<file path="config.mk">
export PLATFORM = sky130hd
export DESIGN_NAME = rnd_cell_painter
export DESIGN_NICKNAME = d
export VERILOG_FILES = /design/src/rtl/rnd_cell_painter_pkg.sv /design/src/rtl/rnd_cell_painter_decode.sv /design/src/rtl/rnd_cell_painter.sv
export SDC_FILE = /design/constraint.sdc
export NUM_CORES = 1
export LEC_CHECK = 0
export CAP_MARGIN = 30
export CORE_MARGIN = 3
export CORE_UTILIZATION = 45
export CTS_CLUSTER_DIAMETER = 60
export DETAILED_ROUTE_END_ITERATION = 12
export DONT_BUFFER_PORTS = 1
export MAX_ROUTING_LAYER = met4
export PLACE_DENSITY_LB_ADDON = 0.05
export SLEW_MARGIN = 20
export SYNTH_ARGS = -nofsm -noshare
export SYNTH_HDL_FRONTEND = slang
export SYNTH_SLANG_ARGS = --single-unit
</file>
<file path="constraint.sdc">
create_clock -name clock -period 23.4 [get_ports clock]
set_input_delay 2.34 -clock clock [delete_from_list [all_inputs] [get_ports clock]]
set_output_delay 2.34 -clock clock [all_outputs]
set_load 0.02 [all_outputs]
</file>
<file path="src/rtl/rnd_cell_painter_pkg.sv">
// Shared constants, word field layout and FSM encoding for the random cell painter.
package rnd_cell_painter_pkg;

    localparam int NUM_ENTRIES = 10;
    localparam int CELL_W_LOG2 = 3;
    localparam int CELL_H_LOG2 = 4;

    // Layout of one 13-bit random word
    localparam int WORD_W = 13;
    localparam int X_MSB  = 12;
    localparam int X_LSB  = 7;
    localparam int Y_MSB  = 6;
    localparam int Y_LSB  = 2;
    localparam int C_MSB  = 1;
    localparam int C_LSB  = 0;
    localparam int X_W    = X_MSB - X_LSB + 1;
    localparam int Y_W    = Y_MSB - Y_LSB + 1;
    localparam int C_W    = C_MSB - C_LSB + 1;

    // Column / row numbers derived from a 10-bit pixel coordinate
    localparam int COL_W  = 10 - CELL_W_LOG2;
    localparam int ROW_W  = 10 - CELL_H_LOG2;

    localparam int IDX_W  = 4;
    localparam logic [IDX_W-1:0] IDX_LAST = IDX_W'(NUM_ENTRIES - 1);

    typedef enum logic [1:0] {
        IDLE  = 2'd0,
        LOAD  = 2'd1,
        SCAN  = 2'd2,
        READY = 2'd3
    } state_e;

endpackage

</file>
<file path="src/rtl/rnd_cell_painter_decode.sv">
// Splits one random word into its cell column, cell row and colour index.
module rnd_cell_decode
    import rnd_cell_painter_pkg::*;
(
    input  logic [WORD_W-1:0] word_i,
    output logic [X_W-1:0]    x_cell_o,
    output logic [Y_W-1:0]    y_cell_o,
    output logic [C_W-1:0]    colour_o
);

    assign x_cell_o = word_i[X_MSB:X_LSB];
    assign y_cell_o = word_i[Y_MSB:Y_LSB];
    assign colour_o = word_i[C_MSB:C_LSB];

endmodule

</file>
<file path="src/rtl/rnd_cell_painter.sv">
// Paints up to ten 8x16 cells whose positions and colours come from random words.
// A frame snapshot is taken once per frame; each line's hit mask is built during
// horizontal blanking and swapped in at the start of the line.
// Optional: define RND_CELL_PAINTER_OUTLINE_EN to draw 1-px cell outlines instead of fills.
module rnd_cell_painter
    import rnd_cell_painter_pkg::*;
#(
    parameter int H_ACTIVE = 640,
    parameter int V_TOTAL  = 525,
    parameter int V_ACTIVE = 480
) (
    input  logic              clock,
    input  logic              reset,
    input  logic [WORD_W-1:0] rnd_0,
    input  logic [WORD_W-1:0] rnd_1,
    input  logic [WORD_W-1:0] rnd_2,
    input  logic [WORD_W-1:0] rnd_3,
    input  logic [WORD_W-1:0] rnd_4,
    input  logic [WORD_W-1:0] rnd_5,
    input  logic [WORD_W-1:0] rnd_6,
    input  logic [WORD_W-1:0] rnd_7,
    input  logic [WORD_W-1:0] rnd_8,
    input  logic [WORD_W-1:0] rnd_9,
    input  logic [9:0]        hcount,
    input  logic [9:0]        vcount,
    output logic              pixel_on,
    output logic [1:0]        pixel_colour,
    output logic              scan_busy
);

    localparam logic [9:0] H_ACT  = 10'(H_ACTIVE);
    localparam logic [9:0] V_ACT  = 10'(V_ACTIVE);
    localparam logic [9:0] V_LAST = 10'(V_TOTAL - 1);

    logic [NUM_ENTRIES-1:0][WORD_W-1:0] rndWords;
    logic [NUM_ENTRIES-1:0][WORD_W-1:0] snap_q;
    logic                               snapValid_q;

    state_e           state_q, state_d;
    logic [IDX_W-1:0] idx_q, idx_d;
    logic [ROW_W-1:0] row_q, row_d;

    logic [NUM_ENTRIES-1:0]            shHit_q, actHit_q, useHit;
    logic [NUM_ENTRIES-1:0][X_W-1:0]   shX_q, actX_q, useX;
    logic [NUM_ENTRIES-1:0][C_W-1:0]   shCol_q, actCol_q, useCol;

    logic [X_W-1:0] scanX;
    logic [Y_W-1:0] scanY;
    logic [C_W-1:0] scanCol;
    logic           scanHit;

    logic [9:0] nextLine;
    logic       lineEnd, frameEnd, swapNow, inArea, edgeOk;
    logic       pixelOn_q, pixelOn_d;
    logic [1:0] pixelColour_q, pixelColour_d;
    logic       unusedBits;

    assign rndWords = {rnd_9, rnd_8, rnd_7, rnd_6, rnd_5, rnd_4, rnd_3, rnd_2, rnd_1, rnd_0};
    assign nextLine = vcount + 10'd1;
    assign lineEnd  = (hcount == H_ACT);
    assign frameEnd = lineEnd && (vcount == V_LAST);
    assign swapNow  = (hcount == 10'd0);
    assign inArea   = (hcount < H_ACT) && (vcount < V_ACT);

    // Low coordinate bits that only matter in some build variants
    assign unusedBits = ^{nextLine[CELL_H_LOG2-1:0], hcount[CELL_W_LOG2-1:0]};

    rnd_cell_decode u_decode (
        .word_i   (snap_q[idx_q]),
        .x_cell_o (scanX),
        .y_cell_o (scanY),
        .colour_o (scanCol)
    );

    assign scanHit = (ROW_W'(scanY) == row_q);

    // FSM state, scan index, target row, snapshot and its valid flag
    always_ff @(posedge clock or posedge reset) begin
        if (reset) begin
            state_q     <= IDLE;
            idx_q       <= '0;
            row_q       <= '0;
            snapValid_q <= 1'b0;
            snap_q      <= '0;
        end else begin
            state_q <= state_d;
            idx_q   <= idx_d;
            row_q   <= row_d;
            if (state_q == LOAD) begin
                snap_q      <= rndWords;
                snapValid_q <= 1'b1;
            end
        end
    end

    // Next-state logic: frame end forces a load, line end (re)starts a scan of the next line
    always_comb begin
        state_d   = state_q;
        idx_d     = idx_q;
        row_d     = row_q;
        scan_busy = (state_q == LOAD) || (state_q == SCAN);
        if (frameEnd) begin
            state_d = LOAD;
            idx_d   = '0;
            row_d   = '0;
        end else if (lineEnd && snapValid_q) begin
            state_d = SCAN;
            idx_d   = '0;
            row_d   = nextLine[9:CELL_H_LOG2];
        end else begin
            case (state_q)
                LOAD: begin
                    state_d = SCAN;
                    idx_d   = '0;
                end
                SCAN: begin
                    if (idx_q == IDX_LAST) begin
                        state_d = READY;
                    end else begin
                        idx_d = idx_q + 1'b1;
                    end
                end
                default: ;
            endcase
        end
    end

    // Scan fills the shadow line buffer; it becomes active at the start of each line
    always_ff @(posedge clock or posedge reset) begin
        if (reset) begin
            shHit_q  <= '0;
            shX_q    <= '0;
            shCol_q  <= '0;
            actHit_q <= '0;
            actX_q   <= '0;
            actCol_q <= '0;
        end else begin
            if (state_q == SCAN) begin
                shHit_q[idx_q] <= scanHit;
                shX_q[idx_q]   <= scanX;
                shCol_q[idx_q] <= scanCol;
            end
            if (swapNow) begin
                actHit_q <= shHit_q;
                actX_q   <= shX_q;
                actCol_q <= shCol_q;
            end
        end
    end

    // The swap edge itself must already draw from the freshly scanned buffer
    assign useHit = swapNow ? shHit_q : actHit_q;
    assign useX   = swapNow ? shX_q   : actX_q;
    assign useCol = swapNow ? shCol_q : actCol_q;

    // Pixel hit test; walking from the top index down lets the lowest index win
    always_comb begin
        pixelOn_d     = 1'b0;
        pixelColour_d = '0;
        edgeOk        = 1'b1;
        for (int i = NUM_ENTRIES - 1; i >= 0; i--) begin
            if (useHit[i] && (hcount[9:CELL_W_LOG2] == COL_W'(useX[i]))) begin
                pixelOn_d     = 1'b1;
                pixelColour_d = useCol[i];
            end
        end
`ifdef RND_CELL_PAINTER_OUTLINE_EN
        edgeOk = (hcount[2:0] == 3'd0) || (hcount[2:0] == 3'd7) ||
                 (vcount[3:0] == 4'd0) || (vcount[3:0] == 4'd15);
`endif
        if (!(inArea && edgeOk)) begin
            pixelOn_d     = 1'b0;
            pixelColour_d = '0;
        end
    end

    // Registered pixel outputs, one clock behind the coordinates they describe
    always_ff @(posedge clock or posedge reset) begin
        if (reset) begin
            pixelOn_q     <= 1'b0;
            pixelColour_q <= '0;
        end else begin
            pixelOn_q     <= pixelOn_d;
            pixelColour_q <= pixelColour_d;
        end
    end

    assign pixel_on     = pixelOn_q;
    assign pixel_colour = pixelColour_q;

endmodule

</file>
==> impl_metrics.json <==
{
  "cts_num_sinks": 326,
  "synth_edf_count": 0,
  "synth_cell_types": 75,
  "worst-r2r-setup-slack_ns": 19.69,
  "mappedNetlistArea_um2": 14800,
  "startpoint_type": "input pin",
  "power-per-cell-area_nw_per_um2": 82.0,
  "cts.reportedPaths.clkPinSlew_ns": 0.06,
  "clock_tree_root_buffer_cell": "clkbuf_16",
  "cp-end-kind": "flop",
  "final.min_clock_period_ns": 5.31,
  "crit-reg2reg-launch": "idx_q[0]",
  "detail_route.iter0.violations": 664,
  "syn-num-nets": 1477,
  "wl_mm": 38.8,
  "gr-usage-all-layers_pct": 22.8,
  "syn_avg_cell_area_um2": 11.3,
  "drive_above_1_share_pct": 21.8,
  "areaGrowthSynthToFinish_pct": 12.3,
  "timing.critical_path.slowest_stage_cell": "buf_4",
  "clkPwrFrac_pct": 43.3,
  "finalSetupViolCount": 0,
  "ys_ff_latch": 326,
  "drt_drc_violations_left": 0,
  "fp.coreArea_um2": 32000,
  "global_route_wire_length_before_repair_mm": 60.8,
  "report.final.slew_viol_count": 0,
  "layout_common_cells": "dfrtp_1 (325), nand2_1 (277), mux2_2 (162), o21ai_0 (107), nor2_1 (53)",
  "rows": 65,
  "slowest_delay_ns": 0.49,
  "reg2regPathDepth": 8,
  "cp-startpoint": "hcount[4]",
  "layout.nets": 1465,
  "post_synth_arst_share_pct": 100,
  "firstDrtPassIters": 5,
  "post-cts-setup-buffer-count": 0,
  "finalWeightedCongestion": 0.850,
  "hold_ws_ns": 0.471,
  "max-slew-margin-rel_pct": 36.0,
  "grt_pass1_vias": 10200,
  "run_status": "finished clean",
  "number_of_port_buffers": 0,
  "synth_warnings": 0,
  "leakage_nw": 7.95,
  "path_cells": "nor4_4 -> nand3_4 -> buf_4 -> mux2_4 -> a2111o_1 -> a2111oi_4 -> nor2b_1 -> a22o_1 -> a2111oi_2 -> nor2_1",
  "internal-power_mw": 1.01,
  "floorplan.die_area_um2": 35200,
  "cts-buffers-inserted": 38,
  "fin_worst_skew_ns": 0.0149,
  "maxCapViolations": 0,
  "starting_density_pct": 46.3,
  "fmax_mhz": 188,
  "seqPwrFrac_pct": 44.7,
  "fin_total_pwr_mw": 1.37,
  "timing.final.crit_share_pct": 22.7,
  "vias": 9835,
  "vias_per_cell": 5.49,
  "grt_remaining_overflow": 0,
  "hpwl_mm": 26.2,
  "p_sw_share_pct": 26.0,
  "clkLatencyLatePin_ns": 0.53,
  "die_width_um": 188,
  "net-switching-power_mw": 0.355,
  "largest_net_degree_at_the_start_of_global_routing": 103,
  "unrepaired_setup_endpoints_after_global_routing": "no",
  "min_path_type": "flop to flop",
  "routedWlPerCell_um": 21.7,
  "worst-setup-path-type": "input pin to flop",
  "layout_commonest_cell": "dfrtp_1",
  "fin_setup_tns_ns": 0,
  "timing.critical_path.required_ns": 23.80,
  "ir_drop_v": 0.0000517,
  "htree_num_levels": 2,
  "cts_hold_repair.buffers": 0,
  "ctsResizeCount": 0,
  "critPathArrivalTime_ns": 5.70,
  "path_max_fanout": 56,
  "share_of_synthesized_area_occupied_by_flip_flops_and_latches_pct": 54.9,
  "ioPinCount": 156,
  "combPwrFrac_pct": 12.0,
  "cts.path.max_buffers": 3,
  "grt_antenna_before_repair": 22,
  "drtAntennaViolNets": 0,
  "critical_path.endpoint": "pixel_colour[0]",
  "ys_dominant_reg_cell": "dfrtp_1",
  "timing.rr.end": "shHit_q[4]",
  "die_y_um": 188,
  "timing.final.hold_violations": 0,
  "tightestPinTransition_ns": 0.959,
  "syn-instance-count": 1319,
  "cts_tree": "done"
}
[synthesized netlist by cell type, types with 3 or more instances]
cell type / instances / area share, %
dfrtp_1: 326 / 55
nand2_1: 277 / 7.0
mux2_2: 162 / 12
o21ai_0: 107 / 3.6
nor2_1: 53 / 1.3
clkbuf_1: 49 / 1.2
inv_1: 39 / 0.99
a21oi_1: 30 / 1.0
mux4_2: 26 / 3.9
mux2i_1: 22 / 1.5
a22oi_1: 19 / 0.96
buf_2: 12 / 0.40
xnor2_1: 12 / 0.71
buf_1: 11 / 0.28
nand3_1: 11 / 0.37
o22ai_1: 11 / 0.46
a22o_1: 8 / 0.47
nand2b_1: 8 / 0.34
nor2b_1: 8 / 0.34
xor2_1: 8 / 0.47
a2111oi_0: 7 / 0.41
nand4_1: 7 / 0.29
and3_1: 6 / 0.25
ha_1: 6 / 0.51
and2_1: 5 / 0.21
o2111ai_1: 5 / 0.29
nor3_1: 4 / 0.13
o21a_1: 4 / 0.20
a211oi_1: 3 / 0.15
a21o_1: 3 / 0.15
a221o_1: 3 / 0.20
a31oi_1: 3 / 0.13
mux2_1: 3 / 0.23
nor4_1: 3 / 0.13
nor4_4: 3 / 0.43
[power by group through the flow]
stage / combinational, mW / sequential, mW / clock (mW)
detailed placement: 0.167 / 0.621 / 0
floorplan: 0.127 / 0.615 / 0
CTS: 0.167 / 0.611 / 0.609
global route: 0.184 / 0.615 / 0.632
global placement: 0.166 / 0.621 / 0
finish: 0.164 / 0.611 / 0.592
[stage by stage]
stage	cells	setup WS, ns	area, um2	util, %
2_1_floorplan	1319	12.03	14800	-
3_3_place_gp	1697	17.67	15200	47.6
3_5_place_dp	1698	17.58	15300	47.6
4_1_cts	1764	18.12	16500	51.6
5_1_grt	1790	17.88	16700	52.0
6_report	1790	18.09	16700	52.0
[per-layer routing]
layer | share of wire, % | global-route usage (%) | vias up | routed length [um]
met1 | 43 | 29.4 | 4878 | 16900
li1 | - | - | 4640 | -
met3 | 7.2 | 7.14 | 59 | 2790
met2 | 47 | 35.0 | 258 | 18100
met5 | 0 | - | - | 0
met4 | 2.5 | 6.58 | 0 | 979
[cells by family (layout without fill, tap and decap cells)]
kind of cell / after synthesis / after routing / share of synthesized area, %
buffers and inverters: 114 / 128 / 3.08
and+or+nand+nor: 405 / 405 / 12.1
AOI/OAI and AO/OA: 233 / 233 / 10.1
muxes: 215 / 215 / 18.1
other: 0 / 22 / 0
adders and majority gates: 6 / 6 / 0.506
DFF: 326 / 326 / 54.9
xor gates and xnor gates: 20 / 20 / 1.18
[final cells by class]
cell class | instances | area (um2)
Inverter | 40 | 158
Fill cell | 2901 | 15400
Clock buffer | 60 | 1200
Sequential cell | 326 | 8160
Multi-Input combinational cell | 879 | 6260
Clock inverter | 6 | 61.3
Timing Repair Buffer | 22 | 230
Antenna cell | 22 | 55.1
Tap cell | 435 | 544
[worst min path at each step]
stage,from,end,slack [ns],cells after the start
6_report,actCol_q[14],actCol_q[14],0.47,2
5_1_grt,actCol_q[14],actCol_q[14],0.49,2
4_1_cts,snapValid_q,snapValid_q,0.47,1
3_5_place_dp,snapValid_q,snapValid_q,0.45,1
3_3_place_gp,snapValid_q,snapValid_q,0.45,1
2_1_floorplan,actCol_q[19],actCol_q[19],0.43,2
[sequential cells by signal, indices dropped and copies added (netlist names)]
register,count
shCol_q,20
pixel_on,1
actCol_q,20
pixel_colour,2
state_q,2
row_q,6
idx_q,4
shHit_q,10
shX_q,60
actX_q,60
actHit_q,10
snapValid_q,1
snap_q,130
[critical path, delay by kind of cell]
kind / cells / cell delay, ns
AO/OA/AOI/OAI: 4 / 1.40
multiplexers: 1 / 0.40
buffers and inverters: 1 / 0.49
AND/OR/NAND/NOR: 4 / 1.02
Note: power is estimated with default switching activity, not from simulation.
